`src/rtl/uart_word_tx.sv`:
```
// Word-level UART transmitter: one DATA_BITS word per handshake, sent as
// BYTES back-to-back 8N1 frames, LSB byte first. UART_TX_PARITY_EN adds even parity.
module uart_word_tx #(
   parameter int DATA_BITS = 24,
   parameter int BAUD_RATE = 9600,
   parameter int CLK_FREQ  = 50000000
) (
   input  logic                 clk_i,
   input  logic                 rstn_i,
   input  logic [DATA_BITS-1:0] data_i,
   input  logic                 valid_i,
   output logic                 ready_o,
   output logic                 busy_o,
   output logic                 tx_o
);

   localparam int BYTES        = DATA_BITS / 8;
   localparam int CLKS_PER_BIT = CLK_FREQ / BAUD_RATE;
   localparam int TW = (CLKS_PER_BIT > 1) ? $clog2(CLKS_PER_BIT) : 1;
   localparam int BW = $clog2(BYTES + 1);
   localparam logic [TW-1:0] T_LAST = TW'(CLKS_PER_BIT - 1);
   localparam logic [BW-1:0] B_LAST = BW'(BYTES - 1);

   typedef enum logic [2:0] {
      IDLE,
      START,
      DATA,
`ifdef UART_TX_PARITY_EN
      PARITY,
`endif
      STOP
   } state_t;

   state_t               state, state_n;
   logic [TW-1:0]        timer, timer_n;
   logic [2:0]           bit_idx, bit_n;
   logic [BW-1:0]        byte_cnt, byte_n;
   logic [DATA_BITS-1:0] shreg, sh_n;
   logic                 tx_n, ready_n, busy_n;
   logic                 wrap, last_stop, accept;

   always_ff @(posedge clk_i) begin
      if (!rstn_i) begin
         state    <= IDLE;
         timer    <= '0;
         bit_idx  <= '0;
         byte_cnt <= '0;
         shreg    <= '0;
         tx_o     <= 1'b1;
         ready_o  <= 1'b0;
         busy_o   <= 1'b0;
      end else begin
         state    <= state_n;
         timer    <= timer_n;
         bit_idx  <= bit_n;
         byte_cnt <= byte_n;
         shreg    <= sh_n;
         tx_o     <= tx_n;
         ready_o  <= ready_n;
         busy_o   <= busy_n;
      end
   end

   // The final stop-bit wrap also accepts, so held valid gives no idle gap
   assign wrap      = (timer == T_LAST);
   assign last_stop = (state == STOP) && wrap && (byte_cnt == B_LAST);
   assign accept    = valid_i && (ready_o || last_stop);

   always_comb begin
      state_n = state;
      timer_n = '0;
      bit_n   = bit_idx;
      byte_n  = byte_cnt;
      sh_n    = shreg;
      if (state != IDLE)
         timer_n = wrap ? '0 : timer + 1'b1;
      unique case (state)
         IDLE: ;
         START: begin
            if (wrap) begin
               state_n = DATA;
               bit_n   = 3'd0;
            end
         end
         DATA: begin
            if (wrap) begin
               if (bit_idx == 3'd7) begin
`ifdef UART_TX_PARITY_EN
                  state_n = PARITY;
`else
                  state_n = STOP;
`endif
                  bit_n = 3'd0;
               end else begin
                  bit_n = bit_idx + 3'd1;
               end
            end
         end
`ifdef UART_TX_PARITY_EN
         PARITY: begin
            if (wrap)
               state_n = STOP;
         end
`endif
         STOP: begin
            if (wrap) begin
               if (byte_cnt == B_LAST) begin
                  state_n = IDLE;
               end else begin
                  state_n = START;
                  byte_n  = byte_cnt + 1'b1;
                  sh_n    = shreg >> 8;
               end
            end
         end
         default: state_n = IDLE;
      endcase
      if (accept) begin
         state_n = START;
         timer_n = '0;
         bit_n   = 3'd0;
         byte_n  = '0;
         sh_n    = data_i;
      end
   end

   // Line level is derived from the next state so tx_o is purely registered
   always_comb begin
      tx_n = 1'b1;
      unique case (state_n)
         IDLE:  tx_n = 1'b1;
         START: tx_n = 1'b0;
         DATA:  tx_n = sh_n[bit_n];
`ifdef UART_TX_PARITY_EN
         PARITY: tx_n = ^sh_n[7:0];
`endif
         STOP:  tx_n = 1'b1;
         default: tx_n = 1'b1;
      endcase
      ready_n = (state_n == IDLE);
      busy_n  = !ready_n;
   end

endmodule

```
`config.mk`:
```
export PLATFORM = sky130hd
export DESIGN_NAME = uart_word_tx
export DESIGN_NICKNAME = d
export VERILOG_FILES = /design/src/rtl/uart_word_tx.sv
export SDC_FILE = /design/constraint.sdc
export NUM_CORES = 1
export LEC_CHECK = 0
export CELL_PAD_IN_SITES_DETAIL_PLACEMENT = 1
export CELL_PAD_IN_SITES_GLOBAL_PLACEMENT = 1
export CORE_MARGIN = 2
export CORE_UTILIZATION = 30
export DETAILED_ROUTE_END_ITERATION = 12
export GPL_TIMING_DRIVEN = 0
export PLACE_DENSITY_LB_ADDON = 0.1
export SLEW_MARGIN = 20
export SYNTH_ARGS = -nofsm -noshare
export SYNTH_HDL_FRONTEND = slang
export SYNTH_SLANG_ARGS = --single-unit
```
`constraint.sdc`:
```
create_clock -name clk_i -period 6.7 [get_ports clk_i]
set_clock_uncertainty 0.1 [all_clocks]
set_input_delay 0.67 -clock clk_i [delete_from_list [all_inputs] [get_ports clk_i]]
set_output_delay 0.67 -clock clk_i [all_outputs]
set_load 0.01 [all_outputs]
```
==> impl_metrics.tcl, run 1 <==
set metrics [dict create \
    final_layout_size_suffix_gt1_share_pct 8.517 \
    clockRootBuffer "clkbuf_8" \
    cts_buffers 5 \
    synth.avg_cell_area_um2 8.616 \
    p_seq_share_pct 55.5 \
    cp.required_ps 6810 \
    antenna_left 0 \
    p_sw_uw 138.0 \
    power_uw 550.6 \
    fp.coreArea_mm2 0.007767 \
    stdcell_count 419 \
    hold_depth 1 \
    yosys.area.top_type "dfxtp_1" \
    clkPwrFrac_pct 33.7 \
    drc 0 \
    hold_viol 0 \
    grtUsageTotal_pct 16.14 \
    drt_iter0_drc 78 \
    worst_setup_path_end_kind "register" \
    clk_latency_ps 300 \
    grt_overflow 0 \
    critPathLaunchType "register" \
    start_util_pct 31.17 \
    viasPerCell 4.952 \
    maxSlewViolCount 0 \
    h-tree-depth 2 \
    num_io_pins 30 \
    routed_wl_um 6615 \
    dieArea_mm2 0.008805 \
    antenna_found_initial 0 \
    synth_top_area_share_pct 39.69 \
    io_buffers 28 \
    synthArstFlopShare_pct 0 \
    ys_seq_area_share_pct 39.69 \
    timing.slew.headroom_pct 57.79 \
    status "complete, no violations" \
    cts_tree "done" \
    worstPathMaxFanout 6 \
    core.rowCount 32 \
    yosysUniqueCellTypes 51 \
    diodes 0 \
    syn_nets 312 \
    peakVddDrop_mv 0.08139 \
    leakage_nw 1.218 \
    finalSetupViolations 0 \
    gp_congestion 0.7796 \
    cts_sinks 48 \
    fmax_ghz 0.3810 \
    layout.nets 347 \
    crit_path_cell_trace "ha_1, and4b_1, and4_4, mux2i_2, nor3_1, nor4_1, nor4_1, o311ai_1" \
    power_density_mw_per_mm2 188.4 \
    fin_ws_ps 4076 \
    cpPeakStageDelay_ps 390 \
    hpwl_um 4920 \
    area_growth_pct 20.72 \
    syn_area_mm2 0.002421 \
    dp_slack_ps 4071 \
    p_comb_share_pct 10.8 \
    ys_ff_latch 48 \
    hold_ws_ps 378.3 \
    cpMostUsedCell "nor4_1" \
    crit_arrival_ps 2730 \
    tns_ps 0 \
    grt_max_degree 15 \
    synth_ff_type "dfxtp_1" \
    maxCapViolations 0 \
    synth_edf_count 0 \
    grt_setup_unrepaired "false" \
    tightest_slew_ps 630.2 \
    postCtsHoldBufs 0 \
    dp.cells 411 \
    crit_type "reg2reg" \
    hp-class "reg2reg" \
    fin_area_mm2 0.002923 \
    cts_setup_buffers 0 \
    switching_share_pct 25.06 \
    vias 2075 \
    chipHeight_um 93.84 \
    r2r_cells 8 \
    p_int_uw 412.6 \
    cts_buffer_depth 2 \
    placed_area_mm2 0.002829 \
    slowest_stage "dfxtp_1" \
    yosys_warnings 0 \
    fin_crit_ps 2624 \
    ctsResizeCount 0 \
    grt_pass1_vias 2112 \
    drt-pass1-iter-count 4 \
    path_clk_slew_ps 100 \
    finalCoreUtilization_pct 37.63 \
    synth_cells 281 \
    synthTopCellsByArea "dfxtp_1 (40%), nand2_1 (7.1%), nand3_1 (7.0%)" \
    fin_crit_sh_pct 39.17 \
    die_width_um 93.84 \
    wl_per_cell_um 15.79 \
    grt_pass1_wl_um 10970 \
]
-- worst max-delay path: cells and delay by family, from the launching register on --
| kind | cells | cell delay, ps |
|---|---|---|
| and+or+nand+nor | 5 | 1080 |
| muxes | 1 | 390 |
| DFF | 1 | 390 |
| adders and majority gates | 1 | 280 |
| AOI/OAI and AO/OA | 1 | 280 |
-- per-layer routing --
metal | GRT usage, % | vias to the layer above | part of all wire, %
met5 | 0 | - | 0
met4 | 3.986 | 0 | 1.0
met3 | 2.889 | 5 | 2.6
met2 | 24.64 | 25 | 43
met1 | 23.43 | 985 | 53
li1 | - | 1060 | -
-- path summary, 6_finish.rpt --
check	to	slack, ps	start
max	tx_o$_SDFF_PN1_	4080	timer[0]$_SDFF_PP0_
min	timer[0]$_SDFF_PP0_	380	timer[0]$_SDFF_PP0_
max reg2reg	tx_o$_SDFF_PN1_	4080	timer[0]$_SDFF_PP0_
min reg2reg	timer[0]$_SDFF_PP0_	380	timer[0]$_SDFF_PP0_
-- cell usage after synthesis (2+ instances only) --
library cell and instances:
clkbuf_1 8, nand2_1 46, buf_2 5, nor2_1 24
nor4_1 3, xnor2_1 5, ha_1 4, a211oi_2 2
nor3_1 2, a31oi_1 2, nand3_1 34, buf_6 2
a211oi_1 2, o21a_1 2, nand2b_1 3, dfxtp_1 48
and3_1 9, o211a_1 16, a21boi_0 9, xor2_1 8
inv_1 7, mux2i_1 4, and4_4 3, nor3b_1 2
and4b_1 2, o21ai_1 2, a21oi_1 3
-- registers in the layout, indices dropped and copies added, names as in the netlist --
register / count
state: 3
timer: 13
tx_o: 1
busy_o: 1
shreg: 24
byte_cnt: 2
ready_o: 1
bit_idx: 3
-- placed cells by master, fill, tap and decap left out, types with 7 or more instances in the layout --
cell,synthesis,routed
nor2_1,24,24
dfxtp_1,48,48
and3_1,9,9
nand3_1,34,34
a21boi_0,9,9
clkdlybuf4s50_1,0,28
inv_1,7,7
nand2_1,46,46
o211a_1,16,16
xor2_1,8,8
clkbuf_1,8,9
-- layout make-up --
class | instances | area [µm²]
fill | 943 | 4845
multi-input combinational | 210 | 1349
buffer | 16 | 85.08
clock inverter | 1 | 7.507
tap | 102 | 127.6
timing repair buffer | 28 | 280.3
inverter | 7 | 26.28
clock buffer | 7 | 86.33
sequential | 48 | 960.9
-- kinds of logic after synthesis --
kind of cell | after synthesis | synth area share (%)
buffers and inverters | 23 | 4.600
AO/OA/AOI/OAI | 48 | 17.31
multiplexers | 6 | 2.687
flip-flops | 48 | 39.69
adder cells (fa/ha/maj) | 4 | 2.067
other | 1 | 0.1549
AND/OR/NAND/NOR | 138 | 28.79
XOR/XNOR | 13 | 4.703
-- power by group through the flow --
stage,sequential (mW),combinational (mW),clock (mW)
2_1_floorplan,0.310,0.0322,0
3_3_place_gp,0.312,0.0598,0
3_5_place_dp,0.313,0.0608,0
4_1_cts,0.306,0.0610,0.193
5_1_grt,0.307,0.0668,0.206
6_report,0.306,0.0596,0.185
(Power assumes the default switching activity.)
==> run 2: changes to the inputs <==
==> constraint.sdc (replaced) <==
create_clock -name clk_i -period 2.7 [get_ports clk_i]
set_clock_uncertainty 0.1 [all_clocks]
set_input_delay 0.27 -clock clk_i [delete_from_list [all_inputs] [get_ports clk_i]]
set_output_delay 0.27 -clock clk_i [all_outputs]
set_load 0.01 [all_outputs]
==> run 2 against run 1 <==
  * Final area grew 1.5%
  * Non-clock buffer count grew 2
  * Sequential power grew 150%
  * Critical path type unchanged
  * Clock power grew 150%
  * First-iteration DRC count shrank 24%
  * Combinational power grew 150%
  * Critical path depth is the same
  * Global-route usage is the same
  * Fmax grew 3.6%
  * Power grew 150%
  * Flip-flop and latch count is the same
  * Die area is the same
==> impl_metrics.tcl, run 2 (same netlist as run 1, synthesis figures left out) <==
set metrics [dict create \
    hpwl_um 4920 \
    cpPeakStageDelay_ps 500 \
    grtUsageTotal_pct 16.14 \
    die_width_um 93.84 \
    fin_area_mm2 0.002965 \
    timing.slew.headroom_pct 56.70 \
    io_buffers 28 \
    grt_setup_unrepaired "false" \
    stdcell_count 421 \
    drt-pass1-iter-count 4 \
    chipHeight_um 93.84 \
    fin_crit_sh_pct 93.81 \
    fin_crit_ps 2533 \
    layout.nets 349 \
    placed_area_mm2 0.002829 \
    dp.cells 411 \
    maxSlewViolCount 0 \
    tightest_slew_ps 646.5 \
    cp.required_ps 2750 \
    slowest_stage "a2111oi_0" \
    hp-class "in2reg" \
    drc 0 \
    area_growth_pct 22.48 \
    cts_buffer_depth 2 \
    reg.largest.list "shreg: 24 flops, timer: 13 flops" \
    fp.coreArea_mm2 0.007767 \
    finalCoreUtilization_pct 38.18 \
    maxCapViolations 0 \
    fmax_ghz 0.3948 \
    gp_congestion 0.7796 \
    crit_arrival_ps 2590 \
    grt_max_degree 15 \
    layout_commonest_cell "dfxtp_1" \
    h-tree-depth 2 \
    finalSetupViolations 0 \
    power_density_mw_per_mm2 461.5 \
    clk_latency_ps 300 \
    num_io_pins 30 \
    final_layout_size_suffix_gt1_share_pct 10.03 \
    routed_wl_um 6689 \
    peakVddDrop_mv 0.2016 \
    status "complete, no violations" \
    vias 2096 \
    cts_sinks 48 \
    cts_buffers 5 \
    antenna_found_initial 0 \
    worstPathMaxFanout 5 \
    critPathLaunchType "register" \
    dp_slack_ps 70.87 \
    worst_setup_path_end_kind "register" \
    grt_pass1_vias 2112 \
    antenna_left 0 \
    dieArea_mm2 0.008805 \
    clockRootBuffer "clkbuf_8" \
    grt_pass1_wl_um 10970 \
    fin_ws_ps 167.1 \
    diodes 0 \
    wl_per_cell_um 15.89 \
    hold_depth 2 \
    top_register "shreg" \
    path_clk_slew_ps 100 \
    mostFrequentLayoutCells "dfxtp_1 (48), nand2_1 (46), nand3_1 (34)" \
    drt_iter0_drc 59 \
    r2r_cells 8 \
    cts_tree "done" \
    leakage_nw 1.224 \
    start_util_pct 31.17 \
    tns_ps 0 \
    grt_overflow 0 \
    core.rowCount 32 \
    crit_type "reg2reg" \
    hold_viol 0 \
    crit_path_cell_trace "ha_2, and4b_2, and4_4, nand2_1, a2111oi_0, nor3b_1, a311oi_1, o311ai_1" \
    largest_reg_flops 24 \
    viasPerCell 4.979 \
]
## run 2: timing repair
item	4_1_cts	5_1_grt
buffers inserted	0	2
endpoints found under the setup margin	0	1
hold buffers	0	0
gates resized for setup	0	5
## run 2: routing by layer
metal | track usage (%) | vias up | wire length, µm
li1 | - | 1068 | -
met3 | 2.889 | 6 | 173
met2 | 24.64 | 25 | 2877
met5 | 0 | - | 0
met1 | 23.43 | 997 | 3566
met4 | 3.986 | 0 | 72
## run 2: power breakdown
group | leakage, nW | switching [mW] | internal [mW]
Combinational | 0.788 | 0.0701 | 0.0783
Clock | 0.0445 | 0.252 | 0.209
Sequential | 0.392 | 0.0218 | 0.737
## run 2: path summary, 6_finish.rpt
path              slack [ps]                 from                endpoint
setup / recovery         170  timer[0]$_SDFF_PP0_         tx_o$_SDFF_PN1_
hold / removal           290               rstn_i  shreg[18]$_SDFFE_PN0P_
setup reg to reg         170  timer[0]$_SDFF_PP0_         tx_o$_SDFF_PN1_
hold reg to reg          380  timer[0]$_SDFF_PP0_     timer[0]$_SDFF_PP0_
## run 2: worst max-delay path: cells and delay by family, from the launching register on
| kind | cells | cell delay, ps |
|---|---|---|
| AOI/OAI and AO/OA | 3 | 870 |
| and+or+nand+nor | 4 | 760 |
| adders and majority gates | 1 | 250 |
| DFF | 1 | 400 |
## run 2: area by class of cell
type	instances	area (µm²)
Inverter	7	26.28
Clock inverter	1	7.507
Fill cell	937	4802
Multi-Input combinational cell	210	1376
Sequential cell	48	960.9
Tap cell	102	127.6
Timing Repair Buffer	30	295.3
Buffer	16	85.08
Clock buffer	7	86.33
## run 2: stage by stage
| stage | power [mW] | hold slack (ps) |
|---|---|---|
| final | 1.369 | 288.4 |
| after global routing | 1.440 | 331.4 |
| after CTS | 1.388 | 295.0 |
| after global placement | 0.9230 | 361.9 |
| after floorplan | 0.8487 | 315.0 |
| after detailed placement | 0.9263 | 363.2 |
==> run 3: changes to the inputs <==
--- a/config.mk
+++ b/config.mk
@@ -5,6 +5,7 @@
 export SDC_FILE = /design/constraint.sdc
 export NUM_CORES = 1
 export LEC_CHECK = 0
+export ABC_AREA = 1
 export CELL_PAD_IN_SITES_DETAIL_PLACEMENT = 1
 export CELL_PAD_IN_SITES_GLOBAL_PLACEMENT = 1
 export CORE_MARGIN = 2
==> run 3 against run 2 <==
  * Register-to-register slack better by 270 ps
  * Combinational power grew 12%
  * Area after synthesis is 0.62% higher
  * Clock power increased by 13%
  * Global-route usage is 0.71 points lower
  * Core utilization decreased by 0.37 points
  * Sequential power is 1% lower
  * Power is 5.2% higher
==> impl_metrics.tcl, run 3 <==
set metrics [dict create \
    status "complete, no violations" \
    grtUsageTotal_pct 15.43 \
    cpPeakStageDelay_ps 370 \
    r2r-end "tx_o$_SDFF_PN1_" \
    antenna_left 0 \
    path_clk_slew_ps 90 \
    r2r-start "timer[0]$_SDFF_PP0_" \
    viasPerCell 4.586 \
    diodes 0 \
    synth_cells 350 \
    synthArstFlopShare_pct 0 \
    antenna_found_initial 0 \
    hold_ws_ps 327.2 \
    drt_iter0_drc 45 \
    yosys_warnings 0 \
    cp.required_ps 2760 \
    synth_ff_type "dfxtp_1" \
    drt-pass1-iter-count 4 \
    cts_buffer_depth 2 \
    finalSetupViolations 0 \
    r2r_slack_ps 440 \
    power_density_mw_per_mm2 487.5 \
    yosys.area.top_type "dfxtp_1" \
    cts_tree "done" \
    dieArea_mm2 0.008857 \
    p_comb_share_pct 11.6 \
    fin_crit_sh_pct 83.80 \
    grt_pass1_vias 2233 \
    start_util_pct 31.20 \
    slowest_stage "dfxtp_1" \
    die_width_um 94.11 \
    clkPwrFrac_pct 36.4 \
    largest_reg_flops 24 \
    fin_crit_ps 2263 \
    synth_mux_area_share_pct 0 \
    peakVddDrop_mv 0.2044 \
    placed_area_mm2 0.002844 \
    p_seq_share_pct 52.1 \
    p_int_mw 1.090 \
    grt_max_degree 15 \
    top_register "shreg" \
    synth_top_area_share_pct 39.45 \
    hp-class "in2reg" \
    chipHeight_um 94.11 \
    cts_buffers 5 \
    synthTopCellsByArea "dfxtp_1 (39%), nand2_1 (15%), nor2_1 (6.5%)" \
    hold_viol 0 \
    num_io_pins 30 \
    synth_simple_gate_area_share_pct 36.31 \
    clockRootBuffer "clkbuf_8" \
    leakage_nw 1.219 \
    layout.nets 416 \
    core.rowCount 32 \
    routed_wl_um 6259 \
    area_growth_pct 21.16 \
    critPathLaunchType "register" \
    syn_nets 381 \
    h-tree-depth 2 \
    wl_met1_um 3334 \
    worst_setup_path_end_kind "register" \
    r2r_cells 15 \
    synth_fa_ha_area_share_pct 2.054 \
    synth_compound_area_share_pct 9.245 \
    ctsResizeCount 0 \
    yosysMostFrequentCell "nand2_1" \
    ys_top_cells_by_count "nand2_1 (97), dfxtp_1 (48), nor2_1 (42)" \
    gp_congestion 0.8249 \
    cts_sinks 48 \
    hpwl_um 4860 \
    grt_overflow 0 \
    yosysUniqueCellTypes 38 \
    maxCapViolations 0 \
    ys_ff_latch 48 \
    maxSlewViolCount 0 \
    layout_commonest_cell "nand2_1" \
    mostFrequentLayoutCells "nand2_1 (97), dfxtp_1 (48), nor2_1 (42)" \
    syn_area_mm2 0.002436 \
    fp.coreArea_mm2 0.007807 \
    ys_seq_area_share_pct 39.45 \
    hold_depth 4 \
    crit_path_cell_trace "ha_1, nand2_1, nor3_4, nand3_2, a21boi_4, buf_6, nand2_2, nand2_1, nand2_1, nand3_1, nand2_1, nand2_1, nand2_1, nand2_1, nand3_1" \
    cts_setup_buffers 0 \
    route.met3.wl_um 165 \
    synth_edf_count 0 \
    fmax_ghz 0.4420 \
    whs_endpoint "shreg[0]$_SDFF_PN0_" \
    timing.slew.headroom_pct 59.25 \
    synth_xor_area_share_pct 2.517 \
    drc 0 \
    cpMostUsedCell "nand2_1" \
    worstPathMaxFanout 10 \
    grt_setup_unrepaired "false" \
    wl_per_cell_um 12.83 \
    clk_latency_ps 310 \
    final_layout_size_suffix_gt1_share_pct 8.290 \
    reg.largest.list "shreg: 24 flops, timer: 13 flops" \
    synth_top_family_by_area "simple AND/OR/NAND/NOR gates" \
    io_buffers 28 \
    crit_arrival_ps 2330 \
    vias 2238 \
    switching_share_pct 24.22 \
    hold_start "valid_i" \
    tightest_slew_ps 601.7 \
    wl_met2_um 2686 \
    synth.avg_cell_area_um2 6.960 \
    finalCoreUtilization_pct 37.80 \
    postCtsHoldBufs 0 \
    p_sw_uw 348.6 \
    tns_ps 0 \
    dr.max_layer_used "met4" \
    grt_pass1_wl_um 10670 \
    crit_type "reg2reg" \
    fin_area_mm2 0.002952 \
]
==> run 3: logic make-up after synthesis <==
logic type      count (synthesis)
compound gates                 37
xor+xnor                        7
fa+ha+maj                       4
buf+inv                        58
flops                          48
other cells                     1
simple gates                  195
==> run 3: stage by stage <==
| stage | cells | power (mW) | setup slack, ps |
|---|---|---|---|
| after global routing | 488 | 1.519 | 151.8 |
| final | 488 | 1.439 | 437.3 |
| after floorplan | 350 | 0.8604 | 815.2 |
| after detailed placement | 480 | 0.9353 | 409.3 |
| after global placement | 480 | 0.9311 | 432.8 |
| after CTS | 488 | 1.461 | 380.7 |
==> run 3: power by group through the flow <==
stage / Sequential [mW] / Clock, mW / Combinational, mW
2_1_floorplan: 0.764 / 0 / 0.0967
3_3_place_gp: 0.765 / 0 / 0.166
3_5_place_dp: 0.766 / 0 / 0.169
4_1_cts: 0.750 / 0.542 / 0.170
5_1_grt: 0.754 / 0.573 / 0.192
6_report: 0.749 / 0.523 / 0.166
==> run 3: metal layers <==
| metal | vias to the layer above | global-route usage, % |
|---|---|---|
| li1 | 1179 | - |
| met1 | 1022 | 20.68 |
| met2 | 31 | 25.24 |
| met3 | 6 | 3.130 |
| met4 | 0 | 3.986 |
| met5 | - | 0 |
==> run 3: worst max-delay path: cells and delay by family, from the launching register on <==
family | cells | cell delay (ps)
simple gates | 12 | 1010
buf+inv | 1 | 190
compound gates | 1 | 220
fa+ha+maj | 1 | 240
flops | 1 | 370
==> run 3: final cells by class <==
cell class                      instances  area, µm²
Clock inverter                          2      35.03
Fill cell                            1022       4856
Clock buffer                            6      72.57
Timing Repair Buffer                   28      280.3
Multi-Input combinational cell        244       1225
Sequential cell                        48      960.9
Inverter                               45      168.9
Buffer                                 13      81.33
Tap cell                              102      127.6
==> run 3: worst max path at each step <==
stage                         from         endpoint  cells past startpoint
3_3_place_gp   timer[0]$_SDFF_PP0_  tx_o$_SDFF_PN1_                     15
5_1_grt        timer[0]$_SDFF_PP0_  tx_o$_SDFF_PN1_                     14
3_5_place_dp   timer[0]$_SDFF_PP0_  tx_o$_SDFF_PN1_                     15
2_1_floorplan  timer[0]$_SDFF_PP0_  tx_o$_SDFF_PN1_                     15
4_1_cts        timer[0]$_SDFF_PP0_  tx_o$_SDFF_PN1_                     15
6_report       timer[0]$_SDFF_PP0_  tx_o$_SDFF_PN1_                     15
==> variant 1, RTL diff (settings of run 2) <==
Change the parameter `DATA_BITS` from 24 to 16.
--- a/src/rtl/uart_word_tx.sv
+++ b/src/rtl/uart_word_tx.sv
@@ -1,7 +1,7 @@
 // Word-level UART transmitter: one DATA_BITS word per handshake, sent as
 // BYTES back-to-back 8N1 frames, LSB byte first. UART_TX_PARITY_EN adds even parity.
 module uart_word_tx #(
-   parameter int DATA_BITS = 24,
+   parameter int DATA_BITS = 16,
    parameter int BAUD_RATE = 9600,
    parameter int CLK_FREQ  = 50000000
 ) (
Ports: changed (resized data_i); port bits go from 30 to 22. The function was not compared with the original's and may differ.
==> variant 1 against run 2 <==
  * Global-route usage shrank 1.2 points
  * Synthesized area down 17%
  * Worst setup slack improved by 10 ps
  * Sequential cell count shrank 8
  * Count of clock-buffer cells in the layout unchanged
  * Final area is 18% lower
  * Routed wire length decreased by 23%
  * Total power fell by 14%
  * Via count is 20% lower
==> variant 1: results (changes against run 2) <==
[outcome]
outcome=finished, final reports clean  ; unchanged

[worst_setup_path]
max_stage_delay_ps=390  ; was 500 ps
r2r_cells=10  ; was 8
worstSetupStartpoint=byte_cnt[1]$_SDFFE_PP0P_  ; was timer[0]$_SDFF_PP0_
r2r_slack_ps=180
slowest_stage=a2111o_1  ; was a2111oi_0

[power]
leakagePower_nw=1.02  ; was 1.22 nW
vdd_drop_max_mv=0.273  ; was 0.202 mV
powerDensity_mw_per_mm2=485  ; was 462 mW/mm2

[worst_hold_path]
min_path_type=reg2reg  ; was in2reg
worstHoldEndpoint=timer[0]$_SDFF_PP0_  ; was shreg[18]$_SDFFE_PN0P_
worstHoldPathCells=1  ; was 2
hp-start=timer[0]$_SDFF_PP0_  ; was rstn_i

[layout]
inv_count=5  ; was 7
fillers=747  ; was 937
final-clk-cell-share_pct=3.88  ; was 3.16%
buffers=35  ; was 46
buf_share_pct=11.7  ; was 12.8%
sh_seq_area_pct=33.1  ; was 32.4%
fin_cells=333  ; was 421
top_regs=shreg: 16 flops, timer: 13 flops  ; was shreg: 24 flops, timer: 13 flops
nets=278  ; was 349
multiInputGateArea_mm2=0.00113  ; was 0.00138 mm2
drive_above_1_share_pct=12.5  ; was 10.0%

[synth]
yosysSeqAreaShare_pct=40.0  ; was 39.7%
syn_nets=250  ; was 312
synth.top_cells.by_count=40 x dfxtp_1, 28 x nand2_1, 23 x nor2_1  ; was 48 x dfxtp_1, 46 x nand2_1, 34 x nand3_1
synth_cell_type_count=45  ; was 51
synth.area.top_cells=dfxtp_1 40%, nand2_1 5.2%, a21boi_0 4.9%  ; was dfxtp_1 40%, nand2_1 7.1%, nand3_1 7.0%

[timing]
hold-worst-slack_ps=367  ; was 288 ps
timing.slew.headroom_pct=62.3  ; was 56.7%

[detailed_routing]
met2_length_um=2350  ; was 2880 um
wl_met1_um=2660  ; was 3570 um
routedWlPerCell_um=15.5  ; was 15.9 um
drt_iter0_markers=40  ; was 59
avgViaCountPerCell=5.02  ; was 4.98

[floorplan]
core_mm2=0.00642  ; was 0.00777 mm2

[global_routing]
met1_usage_pct=19.9  ; was 23.4%
grt_use_total_pct=15.0  ; was 16.1%
use_met2_pct=24.7  ; was 24.6%
grt_pass1_vias=1734  ; was 2112
grt_start_max_net_pins=13  ; was 15

[placement]
numPortBuffers=21  ; was 28
placed_area_mm2=0.00231  ; was 0.00283 mm2
dp_slack_ps=-105  ; was 70.9 ps
place_congestion=0.738  ; was 0.780
post-dp-hpwl_um=3760  ; was 4920 um

[clocking]
cts-resized-gates=1  ; was 0

[variant 1: cell types whose count changed in the layout (fill, tap and decap cells not counted), moves of 4 or more]
| cell | before | now |
|---|---|---|
| nor3_1 | 2 | 6 |
| mux2i_1 | 4 | 8 |
| clkbuf_1 | 9 | 5 |
| nand3_1 | 34 | 14 |
| nand2_1 | 46 | 28 |
| dfxtp_1 | 48 | 40 |
| clkdlybuf4s50_1 | 28 | 21 |
| o21ai_0 | 0 | 4 |
| o211a_1 | 16 | 8 |
[variant 1: logic make-up (layout without fill, tap and decap cells)]
group	Yosys count	count (layout)	synth area share, %
xor+xnor	12	12	5.24
compound gates	44	44	17.9
fa+ha+maj	4	4	2.50
other cells	1	1	0.187
flops	40	40	40.0
mux	9	9	4.49
simple gates	98	98	25.4
buf+inv	19	48	4.37
[variant 1: power by group]
| part | switching [mW] | internal [mW] | total, mW |
|---|---|---|---|
| logic | 0.0602 | 0.0613 | 0.121 |
| registers | 0.0103 | 0.610 | 0.620 |
| clock network | 0.225 | 0.208 | 0.433 |
==> variant 2, RTL diff (settings of run 2) <==
Made on the original files. Encoding of `state_t`: now one-hot (4 bits for 4 states).
--- a/src/rtl/uart_word_tx.sv
+++ b/src/rtl/uart_word_tx.sv
@@ -21,14 +21,14 @@
    localparam logic [TW-1:0] T_LAST = TW'(CLKS_PER_BIT - 1);
    localparam logic [BW-1:0] B_LAST = BW'(BYTES - 1);
 
-   typedef enum logic [2:0] {
-      IDLE,
-      START,
-      DATA,
+   typedef enum logic [3:0] {
+      IDLE  = 4'b0001,
+      START = 4'b0010,
+      DATA  = 4'b0100,
 `ifdef UART_TX_PARITY_EN
       PARITY,
 `endif
-      STOP
+      STOP  = 4'b1000
    } state_t;
 
    state_t               state, state_n;
Check against the original RTL: no difference found for any inputs over 10 cycles, from zero or initial values and one cycle with rstn_i low; not proved beyond that.
==> variant 2 against run 2 <==
  * Die area is 4.1% higher
  * Non-clock buffer count is 6 higher
  * Final area is 7.7% higher
  * Worst setup slack worse by 73 ps
  * Total power is 13% higher
  * Critical path depth is 2 higher
  * Sequential cell count is 1 higher
  * Routed wire length is 3.7% lower
  * Fmax is 2.8% lower
  * Synthesized area is 4.3% higher
  * Critical path type unchanged
  * Largest cell class unchanged
  * Highest routed layer unchanged
==> variant 2: results (changes against run 2) <==
[global_routing]
grt_pass1_vias=2181  ; was 2112
grt_use_total_pct=15.2  ; was 16.1%
grt_pass1_wl_um=10700  ; was 11000 um
grt_start_max_net_pins=16  ; was 15

[timing]
worst_pin_slew_ps=584  ; was 647 ps

[power]
pwr-share-clk_pct=40.3  ; was 33.7%
vdd_drop_max_mv=0.237  ; was 0.202 mV
leakagePower_nw=1.31  ; was 1.22 nW
p_seq_share_pct=49.7  ; was 55.4%
maxPowerGroup=registers  ; unchanged
total_power_mw=1.55  ; was 1.37 mW
p_int_mw=1.20  ; was 1.02 mW

[worst_setup_path]
worstPathArrival_ps=2720  ; was 2590 ps
cp_max_fo=9  ; was 5

[placement]
placed_area_mm2=0.00295  ; was 0.00283 mm2
numPortBuffers=29  ; was 28
dp_cells=418  ; was 411
dp_slack_ps=-122  ; was 70.9 ps
post-dp-hpwl_um=4830  ; was 4920 um
place_congestion=0.722  ; was 0.780

[synth]
synth.area.top_cells=dfxtp_1 39%, nand2_1 6.8%, mux2i_1 5.9%  ; was dfxtp_1 40%, nand2_1 7.1%, nand3_1 7.0%
ys_warn_count=0  ; unchanged
syn_nets=315  ; was 312
syn_avg_cell_area_um2=8.89  ; was 8.62 um2
synthArstFlopShare_pct=0  ; unchanged
yosysSeqAreaShare_pct=38.9  ; was 39.7%
synth.top_cells.by_count=49 x dfxtp_1, 46 x nand2_1, 27 x nand3_1, 27 x nor2_1  ; was 48 x dfxtp_1, 46 x nand2_1, 34 x nand3_1
synth_cell_type_count=48  ; was 51

[detailed_routing]
wl_met3_um=137  ; was 173 um
wl_met1_um=3210  ; was 3570 um
avgViaCountPerCell=4.93  ; was 4.98
drt_iter0_markers=60  ; was 59
dr.pass1.iters=4  ; unchanged
met2_length_um=3040  ; was 2880 um
routedWlPerCell_um=14.9  ; was 15.9 um
top_layer_used=met4  ; unchanged
route.vias.total=2128  ; was 2096

[clocking]
postCtsSetupBuffers=5  ; was 0
cts_buffer_depth=2  ; unchanged
clkTransAtPathRegs_ps=90
clk_latency_ps=300  ; about the same
cts_tree=yes  ; unchanged
cts_buffers=5  ; unchanged
htreeDepth=2  ; unchanged
cts-resized-gates=3  ; was 0
clockRootBuffer=clkbuf_8  ; unchanged

[layout]
fillers=961  ; was 937
drive_above_1_share_pct=14.1  ; was 10.0%
top_regs=shreg: 24 flops, timer: 13 flops, state: 4 flops  ; was shreg: 24 flops, timer: 13 flops
nets=357  ; was 349

[outcome]
outcome=finished, final reports clean  ; unchanged

[worst_hold_path]
min_path_type=reg2reg  ; was in2reg

variant 2: area by class of cell:
type / count / area, um2 / share of cell area [%]
Multi-Input combinational cell: 212 / 1500 / 46.9
Sequential cell: 49 / 985 / 30.8
Timing Repair Buffer: 35 / 335 / 10.5
Tap cell: 105 / 131 / 4.11
Buffer: 17 / 86.3 / 2.70
Clock buffer: 5 / 68.8 / 2.16
Clock inverter: 3 / 65.1 / 2.04
Inverter: 6 / 22.5 / 0.705
variant 2: metal layers:
layer | GRT usage (%) | vias to the layer above
met5 | 0 | -
met4 | 3.57 | 0
met3 | 2.82 | 5
met2 | 25.2 | 21
met1 | 20.4 | 1028
li1 | - | 1074
variant 2: path summary, 6_finish.rpt:
| path | startpoint | endpoint | slack [ps] | depth (start not counted) |
|---|---|---|---|---|
| max | timer[0]$_SDFF_PP0_ | tx_o$_SDFF_PN1_ | 90 | 10 |
| min | timer[0]$_SDFF_PP0_ | timer[0]$_SDFF_PP0_ | 380 | 1 |
| max reg2reg | timer[0]$_SDFF_PP0_ | tx_o$_SDFF_PN1_ | 90 | 10 |
| min reg2reg | timer[0]$_SDFF_PP0_ | timer[0]$_SDFF_PP0_ | 380 | 1 |
variant 2: cells by family (layout without fill, tap and decap cells):
family          count (synthesis)  after routing  synth area share (%)
compound gates                 40             40                  14.3
fa+ha+maj                       4              4                  1.98
mux                            18             18                  7.43
xor+xnor                       13             13                  4.51
buf+inv                        23             66                  4.06
simple gates                  137            137                  28.8
flops                          49             49                  38.9
variant 2: critical path, stage by stage, from the launching register on:
cell,delay [ps]
dfxtp_2,360
ha_4,180
and4bb_2,230
and3_1,180
buf_4,160
and3_1,210
o21a_1,250
o41ai_4,360
buf_4,190
nor3_1,70
a211oi_4,230
